<file path="config.mk">
export PLATFORM = sky130hd
export DESIGN_NAME = matrix_loader_flat
export DESIGN_NICKNAME = d
export VERILOG_FILES = /design/src/rtl/matrix_pkg.sv /design/src/rtl/matrix_loader_if.sv /design/src/rtl/matrix_rc_counter.sv /design/src/rtl/matrix_loader.sv /design/src/flat_wrapper.sv
export SDC_FILE = /design/constraint.sdc
export NUM_CORES = 1
export LEC_CHECK = 0
export CAP_MARGIN = 20
export CORE_AREA = 2 2 238 240
export DETAILED_ROUTE_END_ITERATION = 10
export DIE_AREA = 0 0 240 242
export PLACE_DENSITY_LB_ADDON = 0.12
export RECOVER_POWER = 25
export SLEW_MARGIN = 15
export SYNTH_ARGS = -nofsm -noshare
export SYNTH_HDL_FRONTEND = slang
export SYNTH_HIERARCHICAL = 1
export SYNTH_SLANG_ARGS = --single-unit
</file>
<file path="constraint.sdc">
create_clock -name clock -period 2.3 [get_ports clock]
set_input_delay 0.69 -clock clock [delete_from_list [all_inputs] [get_ports clock]]
set_output_delay 0.69 -clock clock [all_outputs]
set_load 0.02 [all_outputs]
</file>
<file path="src/rtl/matrix_pkg.sv">
// Shared types and sizing helpers for the matrix loader block.
package matrix_pkg;

  localparam int DEFAULT_WIDTH_BIT = 32;

  typedef enum logic [2:0] {
    IDLE,
    LOAD_A,
    LOAD_B,
    FULL,
    ERROR
  } loader_state_t;

  function automatic int maxInt(input int a, input int b);
    return (a > b) ? a : b;
  endfunction

  // Index counters never shrink below one bit, even for 1x1 matrices.
  function automatic int ctrWidth(input int rows, input int cols);
    int w;
    w = $clog2(maxInt(rows, cols));
    return (w < 1) ? 1 : w;
  endfunction

endpackage

</file>
<file path="src/rtl/matrix_loader_if.sv">
// Stream-in / matrix-out bundle between a producer, the loader and its consumer.
interface matrix_loader_if #(
  parameter int AROWS     = 3,
  parameter int ACOLUMNS  = 3,
  parameter int BROWS     = 3,
  parameter int BCOLUMNS  = 3,
  parameter int WIDTH_BIT = matrix_pkg::DEFAULT_WIDTH_BIT
);

  logic                        start;
  logic                        in_valid;
  logic signed [WIDTH_BIT-1:0] in_data;
  logic                        in_last;
  logic                        in_ready;
  logic signed [WIDTH_BIT-1:0] MatrixA [AROWS-1:0][ACOLUMNS-1:0];
  logic signed [WIDTH_BIT-1:0] MatrixB [BROWS-1:0][BCOLUMNS-1:0];
  logic                        mat_valid;
  logic                        mat_ack;
  logic                        busy;
  logic                        err;

  modport master (
    output start, in_valid, in_data, in_last, mat_ack,
    input  in_ready, MatrixA, MatrixB, mat_valid, busy, err
  );

  modport slave (
    input  start, in_valid, in_data, in_last, mat_ack,
    output in_ready, MatrixA, MatrixB, mat_valid, busy, err
  );

endinterface

</file>
<file path="src/rtl/matrix_rc_counter.sv">
// Row-major row/column index counter with run-time wrap limits and a last-element flag.
module matrix_rc_counter #(
  parameter int W = 1
) (
  input  logic         clock,
  input  logic         nreset,
  input  logic         clear_i,
  input  logic         enable_i,
  input  logic [W-1:0] lastRow_i,
  input  logic [W-1:0] lastCol_i,
  output logic [W-1:0] row_o,
  output logic [W-1:0] col_o,
  output logic         last_o
);

  logic [W-1:0] row_q, row_d;
  logic [W-1:0] col_q, col_d;

  // Clear wins over enable so a matrix switch restarts at element 0.
  always_comb begin
    row_d = row_q;
    col_d = col_q;
    if (clear_i) begin
      row_d = '0;
      col_d = '0;
    end else if (enable_i) begin
      if (col_q == lastCol_i) begin
        col_d = '0;
        row_d = (row_q == lastRow_i) ? '0 : row_q + 1'b1;
      end else begin
        col_d = col_q + 1'b1;
      end
    end
  end

  always_ff @(posedge clock or negedge nreset) begin
    if (!nreset) begin
      row_q <= '0;
      col_q <= '0;
    end else begin
      row_q <= row_d;
      col_q <= col_d;
    end
  end

  assign row_o  = row_q;
  assign col_o  = col_q;
  assign last_o = (row_q == lastRow_i) && (col_q == lastCol_i);

endmodule

</file>
<file path="src/rtl/matrix_loader.sv">
// Loads MatrixA then MatrixB from a single valid/ready element stream and holds them for a consumer.
module matrix_loader
  import matrix_pkg::*;
#(
  parameter int AROWS     = 3,
  parameter int ACOLUMNS  = 3,
  parameter int BROWS     = 3,
  parameter int BCOLUMNS  = 3,
  parameter int WIDTH_BIT = DEFAULT_WIDTH_BIT
) (
  input logic            clock,
  input logic            nreset,
  matrix_loader_if.slave bus
);

  localparam int CW = ctrWidth(maxInt(AROWS, BROWS), maxInt(ACOLUMNS, BCOLUMNS));

  if (ACOLUMNS != BROWS) begin : gBadDims
    $error("matrix_loader: ACOLUMNS must equal BROWS");
  end

  loader_state_t state_q, state_d;

  logic          loading;
  logic          accept;
  logic          ctrClear;
  logic          ctrLast;
  logic [CW-1:0] row;
  logic [CW-1:0] col;
  logic [CW-1:0] lastRow;
  logic [CW-1:0] lastCol;

  logic signed [WIDTH_BIT-1:0] matA_q [AROWS-1:0][ACOLUMNS-1:0];
  logic signed [WIDTH_BIT-1:0] matB_q [BROWS-1:0][BCOLUMNS-1:0];

  assign loading = (state_q == LOAD_A) || (state_q == LOAD_B);
  assign accept  = bus.in_valid && loading;
  assign lastRow = (state_q == LOAD_B) ? CW'(BROWS - 1)    : CW'(AROWS - 1);
  assign lastCol = (state_q == LOAD_B) ? CW'(BCOLUMNS - 1) : CW'(ACOLUMNS - 1);

  matrix_rc_counter #(
    .W(CW)
  ) u_rc_counter (
    .clock     (clock),
    .nreset    (nreset),
    .clear_i   (ctrClear),
    .enable_i  (accept),
    .lastRow_i (lastRow),
    .lastCol_i (lastCol),
    .row_o     (row),
    .col_o     (col),
    .last_o    (ctrLast)
  );

  // in_last is only legal on the final B element; anywhere else it is a framing error.
  always_comb begin
    state_d  = state_q;
    ctrClear = 1'b0;
    unique case (state_q)
      IDLE: begin
        if (bus.start) begin
          state_d  = LOAD_A;
          ctrClear = 1'b1;
        end
      end
      LOAD_A: begin
        if (accept) begin
          if (bus.in_last) begin
            state_d = ERROR;
          end else if (ctrLast) begin
            state_d  = LOAD_B;
            ctrClear = 1'b1;
          end
        end
      end
      LOAD_B: begin
        if (accept) begin
          if (ctrLast && bus.in_last) begin
            state_d = FULL;
          end else if (ctrLast || bus.in_last) begin
            state_d = ERROR;
          end
        end
      end
      FULL: begin
        if (bus.mat_ack) begin
          state_d = IDLE;
        end
      end
      ERROR: begin
        if (bus.start) begin
          state_d  = LOAD_A;
          ctrClear = 1'b1;
        end
      end
      default: state_d = IDLE;
    endcase
  end

  always_ff @(posedge clock or negedge nreset) begin
    if (!nreset) begin
      state_q <= IDLE;
    end else begin
      state_q <= state_d;
    end
  end

  // The offending beat of a framing error is still stored.
  always_ff @(posedge clock or negedge nreset) begin
    if (!nreset) begin
      for (int r = 0; r < AROWS; r++) begin
        for (int c = 0; c < ACOLUMNS; c++) begin
          matA_q[r][c] <= '0;
        end
      end
      for (int r = 0; r < BROWS; r++) begin
        for (int c = 0; c < BCOLUMNS; c++) begin
          matB_q[r][c] <= '0;
        end
      end
    end else if (accept) begin
      if (state_q == LOAD_A) begin
        matA_q[row][col] <= bus.in_data;
      end else begin
        matB_q[row][col] <= bus.in_data;
      end
    end
  end

  assign bus.in_ready  = loading;
  assign bus.busy      = loading;
  assign bus.mat_valid = (state_q == FULL);
  assign bus.err       = (state_q == ERROR);
  assign bus.MatrixA   = matA_q;
  assign bus.MatrixB   = matB_q;

endmodule

</file>
<file path="src/flat_wrapper.sv">
// flat-port wrapper written by rule: the top's interface ports become plain ports
module matrix_loader_flat import matrix_pkg::*;
#(
  parameter int AROWS     = 3,
  parameter int ACOLUMNS  = 3,
  parameter int BROWS     = 3,
  parameter int BCOLUMNS  = 3,
  parameter int WIDTH_BIT = DEFAULT_WIDTH_BIT
)
  (clock, nreset, bus_start, bus_in_valid, bus_in_data, bus_in_last, bus_mat_ack, bus_in_ready, bus_MatrixA, bus_MatrixB, bus_mat_valid, bus_busy, bus_err);
  matrix_loader_if #(.AROWS(AROWS), .ACOLUMNS(ACOLUMNS), .BROWS(BROWS), .BCOLUMNS(BCOLUMNS), .WIDTH_BIT(WIDTH_BIT)) bus_i ();
  input logic clock;
  input logic nreset;
  input wire logic [$bits(bus_i.start)-1:0] bus_start;
  input wire logic [$bits(bus_i.in_valid)-1:0] bus_in_valid;
  input wire logic [$bits(bus_i.in_data)-1:0] bus_in_data;
  input wire logic [$bits(bus_i.in_last)-1:0] bus_in_last;
  input wire logic [$bits(bus_i.mat_ack)-1:0] bus_mat_ack;
  output wire logic [$bits(bus_i.in_ready)-1:0] bus_in_ready;
  output wire logic [$bits(bus_i.MatrixA)-1:0] bus_MatrixA;
  output wire logic [$bits(bus_i.MatrixB)-1:0] bus_MatrixB;
  output wire logic [$bits(bus_i.mat_valid)-1:0] bus_mat_valid;
  output wire logic [$bits(bus_i.busy)-1:0] bus_busy;
  output wire logic [$bits(bus_i.err)-1:0] bus_err;
  assign bus_i.start = bus_start;
  assign bus_i.in_valid = bus_in_valid;
  assign bus_i.in_data = bus_in_data;
  assign bus_i.in_last = bus_in_last;
  assign bus_i.mat_ack = bus_mat_ack;
  assign bus_in_ready = bus_i.in_ready;
  assign bus_MatrixA = {>>{bus_i.MatrixA}};
  assign bus_MatrixB = {>>{bus_i.MatrixB}};
  assign bus_mat_valid = bus_i.mat_valid;
  assign bus_busy = bus_i.busy;
  assign bus_err = bus_i.err;
  matrix_loader #(.AROWS(AROWS), .ACOLUMNS(ACOLUMNS), .BROWS(BROWS), .BCOLUMNS(BCOLUMNS), .WIDTH_BIT(WIDTH_BIT)) u_core (.clock(clock), .nreset(nreset), .bus(bus_i));
endmodule
</file>
==> results of run 1 <==
-- worst paths after layout --
| kind | cells after the start | end | startpoint | slack [ns] |
|---|---|---|---|---|
| setup / recovery | 1 | bus_MatrixB[44] | u_core/bus.MatrixB[44] | 0.04 |
| hold / removal | 1 | u_core/bus.MatrixA[251] | u_core/bus.MatrixA[251] | 0.48 |
| setup reg to reg | 6 | u_core/bus.MatrixA[258] | u_core/state_q[0] | 0.20 |
| hold reg to reg | 1 | u_core/bus.MatrixA[251] | u_core/bus.MatrixA[251] | 0.48 |
| max in group asynchronous | 3 | u_core/bus.MatrixA[248] | nreset | 0.29 |
| min in group asynchronous | 2 | u_core/bus.MatrixB[5] | nreset | 0.55 |
-- cell usage after synthesis, drive strengths merged --
library cell | instances | share of area [%]
or3 | 1 | 0.028
clkbuf | 60 | 1.0
nand4b | 2 | 0.079
xor2 | 4 | 0.16
o2111ai | 1 | 0.040
o31ai | 1 | 0.034
and4 | 3 | 0.12
a32oi | 2 | 0.079
inv | 4 | 0.068
xnor2 | 3 | 0.15
nor4b | 3 | 0.20
nand4bb | 1 | 0.051
conb | 2 | 0.034
nor3 | 2 | 0.045
mux2 | 576 | 29
nor2 | 8 | 0.14
or2 | 1 | 0.028
a311oi | 1 | 0.040
mux2i | 1 | 0.045
nand3 | 7 | 0.16
buf | 36 | 0.83
a21oi | 3 | 0.068
a31oi | 1 | 0.028
nand4 | 6 | 0.17
nor3b | 4 | 0.19
nor2b | 8 | 0.23
and3 | 1 | 0.051
and4b | 1 | 0.045
nand2 | 5 | 0.085
o21ai | 4 | 0.091
dfrtp | 583 | 66
o211ai | 2 | 0.068
nand2b | 3 | 0.085
and2 | 2 | 0.057
-- layer usage --
layer / vias up / part of all wire, % / track usage, %
li1: 6144 / - / -
met1: 7528 / 38 / 30.1
met2: 464 / 50 / 42.8
met3: 141 / 7.4 / 7.62
met4: 6 / 4.3 / 10.7
met5: - / 0.046 / 0
-- placed cells by master, fill, tap and decap left out, types with 7 or more instances in the layout --
cell             count
buf_12              20
buf_4               77
nor2b_1              7
mux2_2             567
clkdlybuf4s50_1    119
nor2_1               8
conb_1              10
clkbuf_8            17
mux2_1               9
clkbuf_1            28
dlymetal6s2s_1      95
clkbuf_16           61
dlygate4sd2_1      398
dfrtp_1            582
-- final cells by class --
type	count	area (um2)
inverters	4	15.0
flip-flops and latches	583	14600
multi-input cells	667	7150
fillers	4751	24200
repair buffers	732	6970
clock buffers	94	1820
clock inverters	10	85.1
well taps	756	946
-- timing repair --
item	4_1_cts	5_1_grt
setup buffers	1	0
gates resized for setup	421	98
hold buffers	1	0
pin swaps	1	0
endpoints found under the setup margin	402	98
hold endpoints to repair	22	0
-- logic make-up (layout without fill, tap and decap cells) --
group / after synthesis / count (layout) / synth area share [%]
DFF: 583 / 583 / 66.1
muxes: 577 / 577 / 29.4
buffers and inverters: 100 / 840 / 1.92
and+or+nand+nor: 58 / 58 / 1.76
AOI/OAI and AO/OA: 15 / 15 / 0.448
xor gates and xnor gates: 7 / 7 / 0.312
other: 2 / 10 / 0.0340
-- registers in the layout, indices dropped and copies added, names as in the netlist --
name                       cells
u_core/u_rc_counter/row_o      2
u_core/state_q                 3
u_core/bus.MatrixA           288
u_core/bus.MatrixB           288
u_core/u_rc_counter/col_o      2
-- power by group through the flow --
stage / clock [mW] / sequential (mW) / combinational (mW)
floorplan: 0 / 16.3 / 2.62
global placement: 0 / 13.7 / 11.5
CTS: 9.63 / 13.6 / 10.6
finish: 9.42 / 13.5 / 10.4
global route: 10.1 / 13.8 / 10.9
detailed placement: 0 / 13.8 / 11.6
-- stage by stage --
step	area, um2	hold slack (ns)	std cells	TNS [ns]	worst slack [ns]
after global routing	31600	0.506	2846	-0.0660	-0.0349
final	31600	0.482	2846	0	0.0381
after global placement	30000	0.470	2740	-89.18	-0.281
after detailed placement	30000	0.474	2740	-108.88	-0.303
after CTS	31500	0.483	2846	0	0.0000340
after floorplan	22100	0.394	1350	0	0.201
==> flow_summary.yaml, run 1 <==
clocking:
  root_buffer: "clkbuf_16"
  cts_sinks: 583
  cts_buffer_depth: 3
  cts_buffers: 60
  clk_pin_slew_worst_paths_ns: 0.06
  cts_tree: "yes"
  ctsHtreeMaxLevel: 2
  clock_latency_ns: 0.61
power:
  max-vdd-ir-drop_v: 0.000571
  p_switching_mw: 10.8
  power_mw: 33.3
  pwr-share-clk_pct: 28.2
  powerDensity_nw_per_um2: 1060
  internal_power_mw: 22.5
  p_leak_nw: 18.4
  seq_power_share_pct: 40.6
  p_comb_share_pct: 31.2
  p_sw_share_pct: 32.5
logic_synthesis:
  yosysWarnings: 6
  syn_area_um2: 22100
  syn_inst: 1342
  yosysSeqAreaShare_pct: 66.1
  synth.distinct_cells: 40
  syn_area_per_cell_um2: 16.4
  ys_seq_elements: 583
finish:
  drive_gt1_share_pct: 37.3
  areaGrowthSynthToFinish_pct: 43.0
  finalNetCount: 2086
  antenna_cells: 0
  post-route-util_pct: 56.7
floorplan:
  die_w_um: 240
  dieArea_um2: 58100
  core_area_um2: 55700
  start_util_pct: 39.6
  rows: 87
  die_height_um: 242
  pin_count: 618
critical_path:
  path_max_fanout: 2
  arrival_ns: 1.57
  crit_required_ns: 1.61
  critPathBufInv: 1
  start_kind: "register"
  slowest_delay_ns: 0.61
  slowest_stage: "clkdlybuf4s50_1"
  crit_chain: "clkdlybuf4s50_1"
  critPathTopFamily: "buffers and inverters"
  end_kind: "output port"
  crit_type: "reg -> out"
sta:
  finalCriticalPeriod_ns: 2.26
  fmax_mhz: 442
  drv_slew: 0
  hold_viol: 0
  finalSetupViolCount: 0
  relSlewSlack_pct: 26.6
  rsz0062_at_grt: "yes"
  fin_crit_sh_pct: 98.3
  clock_skew_ns: 0.0192
  tightestPinTransition_ns: 1.10
run:
  maxCapViolations: 0
global_routing:
  grt_pass1_wl_mm: 108
  grtUsageTotal_pct: 25.4
  grt_pass1_vias: 15188
  gr-total-overflow: 0
  antenna_found_initial: 3
  grt_max_degree: 87
routing:
  via_per_inst: 5.02
  ant_nets: 0
  first_pass_iters: 4
  num_vias: 14283
  drt-initial-drc-count: 623
  totalWireLength_mm: 73.8
  wl_per_cell_um: 25.9
  route.detailed.drc: 0
hold_path:
  min_path_type: "reg -> reg"
place:
  place_congestion: 0.808
  numPortBuffers: 617
  hpwl_mm: 52.7
run_status:
  outcome: "completed"
(Power assumes the default switching activity.)
==> run 2, diff against run 1 <==
PLACE_DENSITY = 0.68   (was default)
PLACE_DENSITY_LB_ADDON = default   (was 0.12)
==> run 2 against run 1 <==
The run now ends with setup timing left. Die area unchanged. Sequential cell count unchanged. Non-clock buffer count up 7. Critical path depth up 2. Worst hold slack better by 0.0052 ns. Critical path type unchanged. Largest cell class unchanged. Largest power group unchanged.
==> flow_summary.yaml, run 2 (synthesis gave the netlist of run 1 again) <==
sta:
  hold_viol: 0
  tightestPinTransition_ns: 1.23
  rsz0062_at_grt: "yes"
  clock_skew_ns: 0.0178
  finalCriticalPeriod_ns: 2.35
  finalSetupViolCount: 1
  fin_crit_sh_pct: 102
  whs_ns: 0.487
  drv_slew: 0
  fmax_mhz: 425
  fin_ws_ns: -0.0506
  relSlewSlack_pct: 18.1
power:
  internal_power_mw: 22.6
  pwr-share-clk_pct: 28.7
  p_switching_mw: 10.9
  seq_power_share_pct: 40.5
  p_leak_nw: 18.8
  powerDensity_nw_per_um2: 1060
  p_sw_share_pct: 32.7
  max-vdd-ir-drop_v: 0.000719
  p_comb_share_pct: 30.8
critical_path:
  crit_type: "reg -> out"
  end_kind: "output port"
  arrival_ns: 1.66
  crit_required_ns: 1.61
  path_max_fanout: 7
  start_kind: "register"
routing:
  totalWireLength_mm: 75.0
  first_pass_iters: 4
  ant_nets: 0
  route.detailed.drc: 0
  num_vias: 14439
  wl_per_cell_um: 26.3
  via_per_inst: 5.06
  drt-initial-drc-count: 674
finish:
  drive_gt1_share_pct: 38.5
  design_area_um2: 31700
  post-route-util_pct: 56.9
  antenna_cells: 0
  final_cell_mix: "581 x dfrtp_1, 567 x mux2_2, 449 x dlygate4sd2_1"
  areaGrowthSynthToFinish_pct: 43.8
  finalNetCount: 2091
  fillers: 4661
  mostFrequentLayoutCell: "dfrtp_1"
floorplan:
  start_util_pct: 39.6
  pin_count: 618
  core_area_um2: 55700
  dieArea_um2: 58100
  die_height_um: 242
  rows: 87
  die_w_um: 240
clocking:
  clock_latency_ns: 0.62
  cts_sinks: 583
  clk_pin_slew_worst_paths_ns: 0.06
  cts_buffers: 58
  root_buffer: "clkbuf_16"
  cts_buffer_depth: 3
  cts_tree: "yes"
  ctsHtreeMaxLevel: 2
global_routing:
  grt_max_degree: 77
  grt_pass1_wl_mm: 109
  grt_pass1_vias: 15151
  antenna_found_initial: 1
  grtUsageTotal_pct: 25.6
  gr-total-overflow: 0
run:
  maxCapViolations: 0
place:
  numPortBuffers: 617
  placed_area_um2: 30100
  post-place-ws_ns: -0.544
  hpwl_mm: 53.6
  place_congestion: 0.825
run_status:
  outcome: "finished with violations"
  failed_checks: "setup timing"
hold_path:
  min_path_type: "reg -> reg"
==> run 2: changes by cell type in the layout (fill, tap and decap cells not counted), sizes merged <==
cell / before / now
inv: 6 / 4
clkbuf: 114 / 97
dlymetal6s2s: 95 / 101
clkdlybuf4s50: 119 / 62
buf: 99 / 110
dlygate4sd2: 398 / 449
clkinvlp: 1 / 3
bufinv: 1 / 4
clkinv: 6 / 15
==> run 2: path summary, 6_finish.rpt <==
| kind | from | to | slack (ns) | depth (start not counted) |
|---|---|---|---|---|
| max | u_core/state_q[1] | bus_err | -0.05 | 3 |
| min | u_core/bus.MatrixA[171] | u_core/bus.MatrixA[171] | 0.49 | 1 |
| max in group asynchronous | nreset | u_core/bus.MatrixA[229] | 0.17 | 3 |
| max reg2reg | u_core/state_q[2] | u_core/bus.MatrixA[172] | 0.12 | 6 |
| min reg2reg | u_core/bus.MatrixA[171] | u_core/bus.MatrixA[171] | 0.49 | 1 |
| min in group asynchronous | nreset | u_core/bus.MatrixA[209] | 0.86 | 2 |
==> run 2: through the flow <==
stage | TNS, ns | power, mW | instances
after floorplan | 0 | 18.9 | 1350
after global placement | -201.60 | 25.1 | 2741
after detailed placement | -216.74 | 25.3 | 2741
after CTS | -0.186 | 33.9 | 2846
after global routing | -3.98 | 34.9 | 2852
final | -0.0506 | 33.5 | 2852
==> run 2: routing by layer <==
layer | vias up | track usage [%] | wire length (um)
met5 | - | 0 | 19
met4 | 2 | 8.33 | 2570
met3 | 111 | 8.48 | 5800
met2 | 442 | 42.3 | 36500
met1 | 7730 | 31.7 | 30100
li1 | 6154 | - | -
==> run 2: critical path, cell delays in order, from the launching register on <==
cell and delay (ns):
dfrtp_2 0.44, buf_8 0.15, nor3b_4 0.29, buf_12 0.16
==> run 2: timing repair <==
action | CTS | global route
gates cloned | 0 | 0
hold buffers | 1 | 0
pin swaps | 1 | 1
endpoints found under the hold margin | 21 | 0
gates resized for setup | 471 | 105
buffers inserted | 1 | 6
endpoints found under the setup margin | 453 | 106
==> run 2: power groups by stage <==
stage	sequential, mW	clock, mW	combinational [mW]
after floorplan	16.3	0	2.62
after global placement	13.7	0	11.4
after detailed placement	13.8	0	11.5
after CTS	13.6	9.83	10.5
after global routing	13.8	10.2	10.8
final	13.6	9.63	10.3
==> run 2: layout make-up <==
type                       count  area [um2]  area share [%]
multi-input combinational    667        7160            22.6
timing repair buffer         739        7080            22.3
clock inverter                22         240           0.757
sequential                   583       14600            46.0
tap                          756         946            2.98
inverter                       4        15.0          0.0473
clock buffer                  81        1710            5.38
==> run 3, diff against run 2 <==
GPL_ROUTABILITY_DRIVEN = 0   (was default)
==> results of run 3 <==
Final layout, timing and power as in run 2 (identical DEF).
